$ cat src/rtl/lighting_seq.sv
// lighting_seq: multi-channel LED colour sequencer.
// Each channel steps through colour codes 1..2^COLOUR_W-2, manually or automatically.
// Ports:
//   clk    - system clock, rising edge
//   rst    - asynchronous active-low reset
//   button - per-channel debounced button, bit k controls channel k
//   mode   - 00 manual, 01 auto forward, 10 auto reverse, 11 freeze
//   colour - channel k colour at bits [k*COLOUR_W +: COLOUR_W], registered
//   wrap   - per-channel one-cycle pulse when the sequence wraps, registered
module lighting_seq #(
    parameter int COLOUR_W = 3,
    parameter int N_CH     = 2,
    parameter int TICK_DIV = 4,
    parameter int DIV_W    = 8
) (
    input  logic                     clk,
    input  logic                     rst,
    input  logic [N_CH-1:0]          button,
    input  logic [1:0]               mode,
    output logic [N_CH*COLOUR_W-1:0] colour,
    output logic [N_CH-1:0]          wrap
);

    // Highest legal colour: all ones except the LSB.
    localparam logic [COLOUR_W-1:0] MAXC  = {{(COLOUR_W-1){1'b1}}, 1'b0};
    localparam logic [COLOUR_W-1:0] ONE   = COLOUR_W'(1);
    localparam logic [COLOUR_W-1:0] ONES  = '1;
    localparam logic [DIV_W-1:0]    TLAST = DIV_W'(TICK_DIV - 1);

    logic [DIV_W-1:0]          cnt;
    logic                      tick;
    logic [N_CH-1:0]           button_q;
    logic [N_CH*COLOUR_W-1:0]  colour_nxt;
    logic [N_CH-1:0]           wrap_nxt;

    assign tick = (cnt == TLAST);

    always_comb begin
        colour_nxt = colour;
        wrap_nxt   = '0;
        for (int k = 0; k < N_CH; k++) begin
            logic [COLOUR_W-1:0] c;
            logic                fwd;
            logic                rev;
            c   = colour[k*COLOUR_W +: COLOUR_W];
            fwd = 1'b0;
            rev = 1'b0;
            case (mode)
                2'b00:   fwd = button[k] & ~button_q[k];
                2'b01:   fwd = tick & button[k];
                2'b10:   rev = tick & button[k];
                default: ;
            endcase
            // Illegal codes recover to 1 in every mode, freeze included.
            if (c == '0 || c == ONES) begin
                colour_nxt[k*COLOUR_W +: COLOUR_W] = ONE;
            end else if (fwd) begin
                if (c == MAXC) begin
                    colour_nxt[k*COLOUR_W +: COLOUR_W] = ONE;
                    wrap_nxt[k] = 1'b1;
                end else begin
                    colour_nxt[k*COLOUR_W +: COLOUR_W] = c + ONE;
                end
            end else if (rev) begin
                if (c == ONE) begin
                    colour_nxt[k*COLOUR_W +: COLOUR_W] = MAXC;
                    wrap_nxt[k] = 1'b1;
                end else begin
                    colour_nxt[k*COLOUR_W +: COLOUR_W] = c - ONE;
                end
            end
        end
    end

    always_ff @(posedge clk or negedge rst) begin
        if (!rst) begin
            cnt      <= '0;
            button_q <= '0;
            colour   <= '0;
            wrap     <= '0;
        end else begin
            cnt      <= tick ? '0 : cnt + 1'b1;
            button_q <= button;
            colour   <= colour_nxt;
            wrap     <= wrap_nxt;
        end
    end

endmodule

$ cat config.mk
export PLATFORM = sky130hd
export DESIGN_NAME = lighting_seq
export DESIGN_NICKNAME = d
export VERILOG_FILES = /design/src/rtl/lighting_seq.sv
export SDC_FILE = /design/constraint.sdc
export NUM_CORES = 1
export LEC_CHECK = 0
export BUFFER_PORTS_ARGS = -buffer_cell sky130_fd_sc_hd__buf_2
export CAP_MARGIN = 10
export CORE_MARGIN = 2
export CORE_UTILIZATION = 57
export DETAILED_ROUTE_END_ITERATION = 10
export PLACE_DENSITY = 0.86
export SKIP_LAST_GASP = 1
export SYNTH_ARGS = -nofsm -noshare
export SYNTH_HDL_FRONTEND = slang
export SYNTH_SLANG_ARGS = --single-unit
$ cat constraint.sdc
create_clock -name clk -period 2.1 [get_ports clk]
set_input_delay 0.42 -clock clk [delete_from_list [all_inputs] [get_ports clk]]
set_output_delay 0.42 -clock clk [all_outputs]
set_load 0.02 [all_outputs]
==> metrics.yaml <==
die:
  die_h_um: 51.6
  die_x_um: 51.6
  coreArea_um2: 2170
  dieArea_um2: 2660
  start_util_pct: 59.6
  num_io_pins: 14
  row_count: 17
sta:
  finalSetupViolations: 0
  finalHoldViolCount: 0
  max_freq_mhz: 524
  fin_tns_setup_ns: 0
  worst_pin_slew_ns: 0.476
  period_share_pct: 90.8
  fin_worst_skew_ns: 0.00243
  post-route-min-period_ns: 1.91
  finalMaxSlewViolations: 0
  hold_slack_ns: 0.0276
  rsz0062_at_grt: "false"
  slew_headroom_pct: 67.9
detailed_routing:
  dr.pass1.iters: 4
  num_vias: 1101
  drt-total-wl_um: 2570
  m1WireLength_um: 1190
  via_per_inst: 5.92
  top_layer_used: "met4"
  drc: 0
  ant_nets: 0
  route.met2.wl_um: 1230
  wl_met3_um: 98
  wl_per_cell_um: 13.8
  drtIter0Drc: 32
setup_path:
  crit_arrival_ns: 2.09
  critPathRequiredTime_ns: 2.28
  crit_fanout: 6
  crit_path_end_kind: "flop"
  critPathKind: "reg2reg"
  slowest_stage: "dfrtp_1"
  path_cells: "ha_1, nor3b_4, buf_4, a31oi_1, nor2_1, a41oi_1, o221ai_1"
  reg2reg_depth: 7
  reg2reg_slack_ns: 0.19
  r2r_end: "colour[3]"
  cp_top_family: "compound AO/OA/AOI/OAI gates"
  critPathMaxStageDelay_ns: 0.43
  crit_buf_inv: 1
  worst_setup_path_start_kind: "flop"
  worstReg2RegStart: "cnt[0]"
yosys:
  synthesis.nets: 156
  synthArstFlopShare_pct: 100
  synth_ff_type: "dfrtp_1"
  synth_seq_cells: 18
  synthCells: 141
  ys_seq_area_share_pct: 34.8
  synth_area_per_cell_um2: 9.17
  synth_cell_types: 46
  syn_area_um2: 1290
  yosysWarnings: 0
  synth_edf_count: 0
finish:
  area_growth_pct: 12.2
  final_nets: 174
  final_cell_area_um2: 1450
  drive_gt1_share_pct: 17.7
  antennaDiodeCount: 0
power_and_ir_drop:
  powerDensity_nw_per_um2: 1010
  peakVddDrop_mv: 0.753
  power.switching_mw: 0.633
  finalPower_mw: 1.46
  clkPwrFrac_pct: 15.1
  pwr-share-seq_pct: 35.7
  p_leak_nw: 0.658
  p_comb_share_pct: 49.2
  p_int_mw: 0.828
  swShare_pct: 43.3
global_routing:
  antenna_found_initial: 0
  overflow: 0
  grt_pass1_vias: 990
  grt_first_pass_wirelength_um: 4350
  track_usage_pct: 21.8
  grt_max_degree: 19
clock_tree:
  insertion_delay_ns: 0.30
  cts_made_buffers: 3
  clk_path_buf_depth: 2
  clk_pin_slew_ns: 0.11
  cts_sinks: 18
  cts_tree: "done"
  htreeDepth: 1
  cts_root_buffer: "clkbuf_4"
  ctsHoldBuffers: 0
placement:
  place_area_um2: 1400
  dp_hpwl_um: 1840
  gp_congestion: 0.898
  io_buffers: 13
job:
  drv_cap: 0
worst_hold_path:
  hold_path.class: "in2async"
outcome:
  status: "finished, final reports clean"
[flip-flops by register name, indices dropped and copies added, names as in the netlist]
register and count:
cnt 8, button_q 2, wrap 2, colour 6
[per-layer routing]
metal / global-route usage, % / up-vias
li1: - / 551
met1: 28.2 / 521
met2: 35.0 / 24
met3: 4.02 / 5
met4: 10.5 / 0
met5: 0 / -
[cell families after synthesis]
group / synth area share (%)
muxes: 2.52
and+or+nand+nor: 27.6
DFF: 34.8
adders and majority gates: 8.71
AOI/OAI and AO/OA: 18.6
buffers and inverters: 3.00
xor gates and xnor gates: 4.74
[timing repair]
item,CTS,global route
resized for setup,0,2
hold endpoints to repair,0,0
endpoints found under the setup margin,0,4
buffers inserted,0,1
[power by group through the flow]
stage,Clock [mW],Sequential [mW],Combinational (mW)
5_1_grt,0.243,0.539,0.800
6_report,0.221,0.522,0.719
3_3_place_gp,0,0.520,0.682
3_5_place_dp,0,0.525,0.710
2_1_floorplan,0,0.539,0.524
4_1_cts,0.227,0.519,0.715
[cells in the final DEF (no fill, tap or decap), types with 2 or more instances in the layout]
| cell | netlist | final |
|---|---|---|
| a31oi_1 | 2 | 2 |
| and3_1 | 3 | 3 |
| buf_2 | 1 | 13 |
| nand2b_1 | 7 | 7 |
| nand3b_1 | 3 | 3 |
| buf_4 | 0 | 4 |
| nand2_1 | 9 | 9 |
| mux2_2 | 2 | 2 |
| a211o_1 | 2 | 2 |
| and3b_1 | 2 | 2 |
| nand3_1 | 10 | 10 |
| or3_1 | 2 | 2 |
| dfrtp_1 | 18 | 18 |
| ha_1 | 9 | 9 |
| o211ai_1 | 5 | 5 |
| a21oi_1 | 6 | 6 |
| nor2_1 | 12 | 12 |
| inv_1 | 6 | 6 |
| nand4_1 | 3 | 3 |
| nor2b_1 | 4 | 4 |
| xnor2_1 | 6 | 6 |
| clkbuf_4 | 0 | 3 |
[area by class of cell]
type | instances | area, µm²
multi-input cells | 113 | 811
well taps | 28 | 35.0
fillers | 183 | 719
inverters | 6 | 22.5
clock buffers | 4 | 36.3
repair buffers | 17 | 95.1
flip-flops and latches | 18 | 450
[Yosys cell counts, types with 2 or more instances]
master	count	area share, %
and2_1	2	0.97
nand3b_1	3	1.7
nand3_1	10	3.9
nor2b_1	4	1.9
dfrtp_1	18	35
a31oi_1	2	0.97
ha_1	9	8.7
and3b_1	2	1.4
a21oi_1	6	2.3
mux2_2	2	1.7
and3_1	3	1.5
nor2_1	12	3.5
nand2b_1	7	3.4
a211o_1	2	1.4
nand2_1	9	2.6
or3_1	2	0.97
clkbuf_1	3	0.87
nand4_1	3	1.5
o211ai_1	5	2.9
xnor2_1	6	4.1
inv_1	6	1.7
[how the worst max path moves through the flow]
stage | from | cells after the start | to | slack [ns]
after floorplan | cnt[0] | 6 | colour[0] | 0.20
after global placement | cnt[0] | 6 | colour[2] | 0.21
after detailed placement | cnt[0] | 6 | colour[2] | 0.16
after CTS | cnt[0] | 6 | colour[2] | 0.14
after global routing | cnt[0] | 7 | colour[3] | 0.03
final | cnt[0] | 7 | colour[3] | 0.19
[per-stage QoR]
stage	utilization, %	instances	setup slack, ns
3_3_place_gp	64.5	181	0.213
6_report	66.8	186	0.193
2_1_floorplan	-	141	0.196
3_5_place_dp	64.5	181	0.158
4_1_cts	66.1	185	0.135
5_1_grt	66.8	186	0.0280
Power figures use the tool's default switching activity.
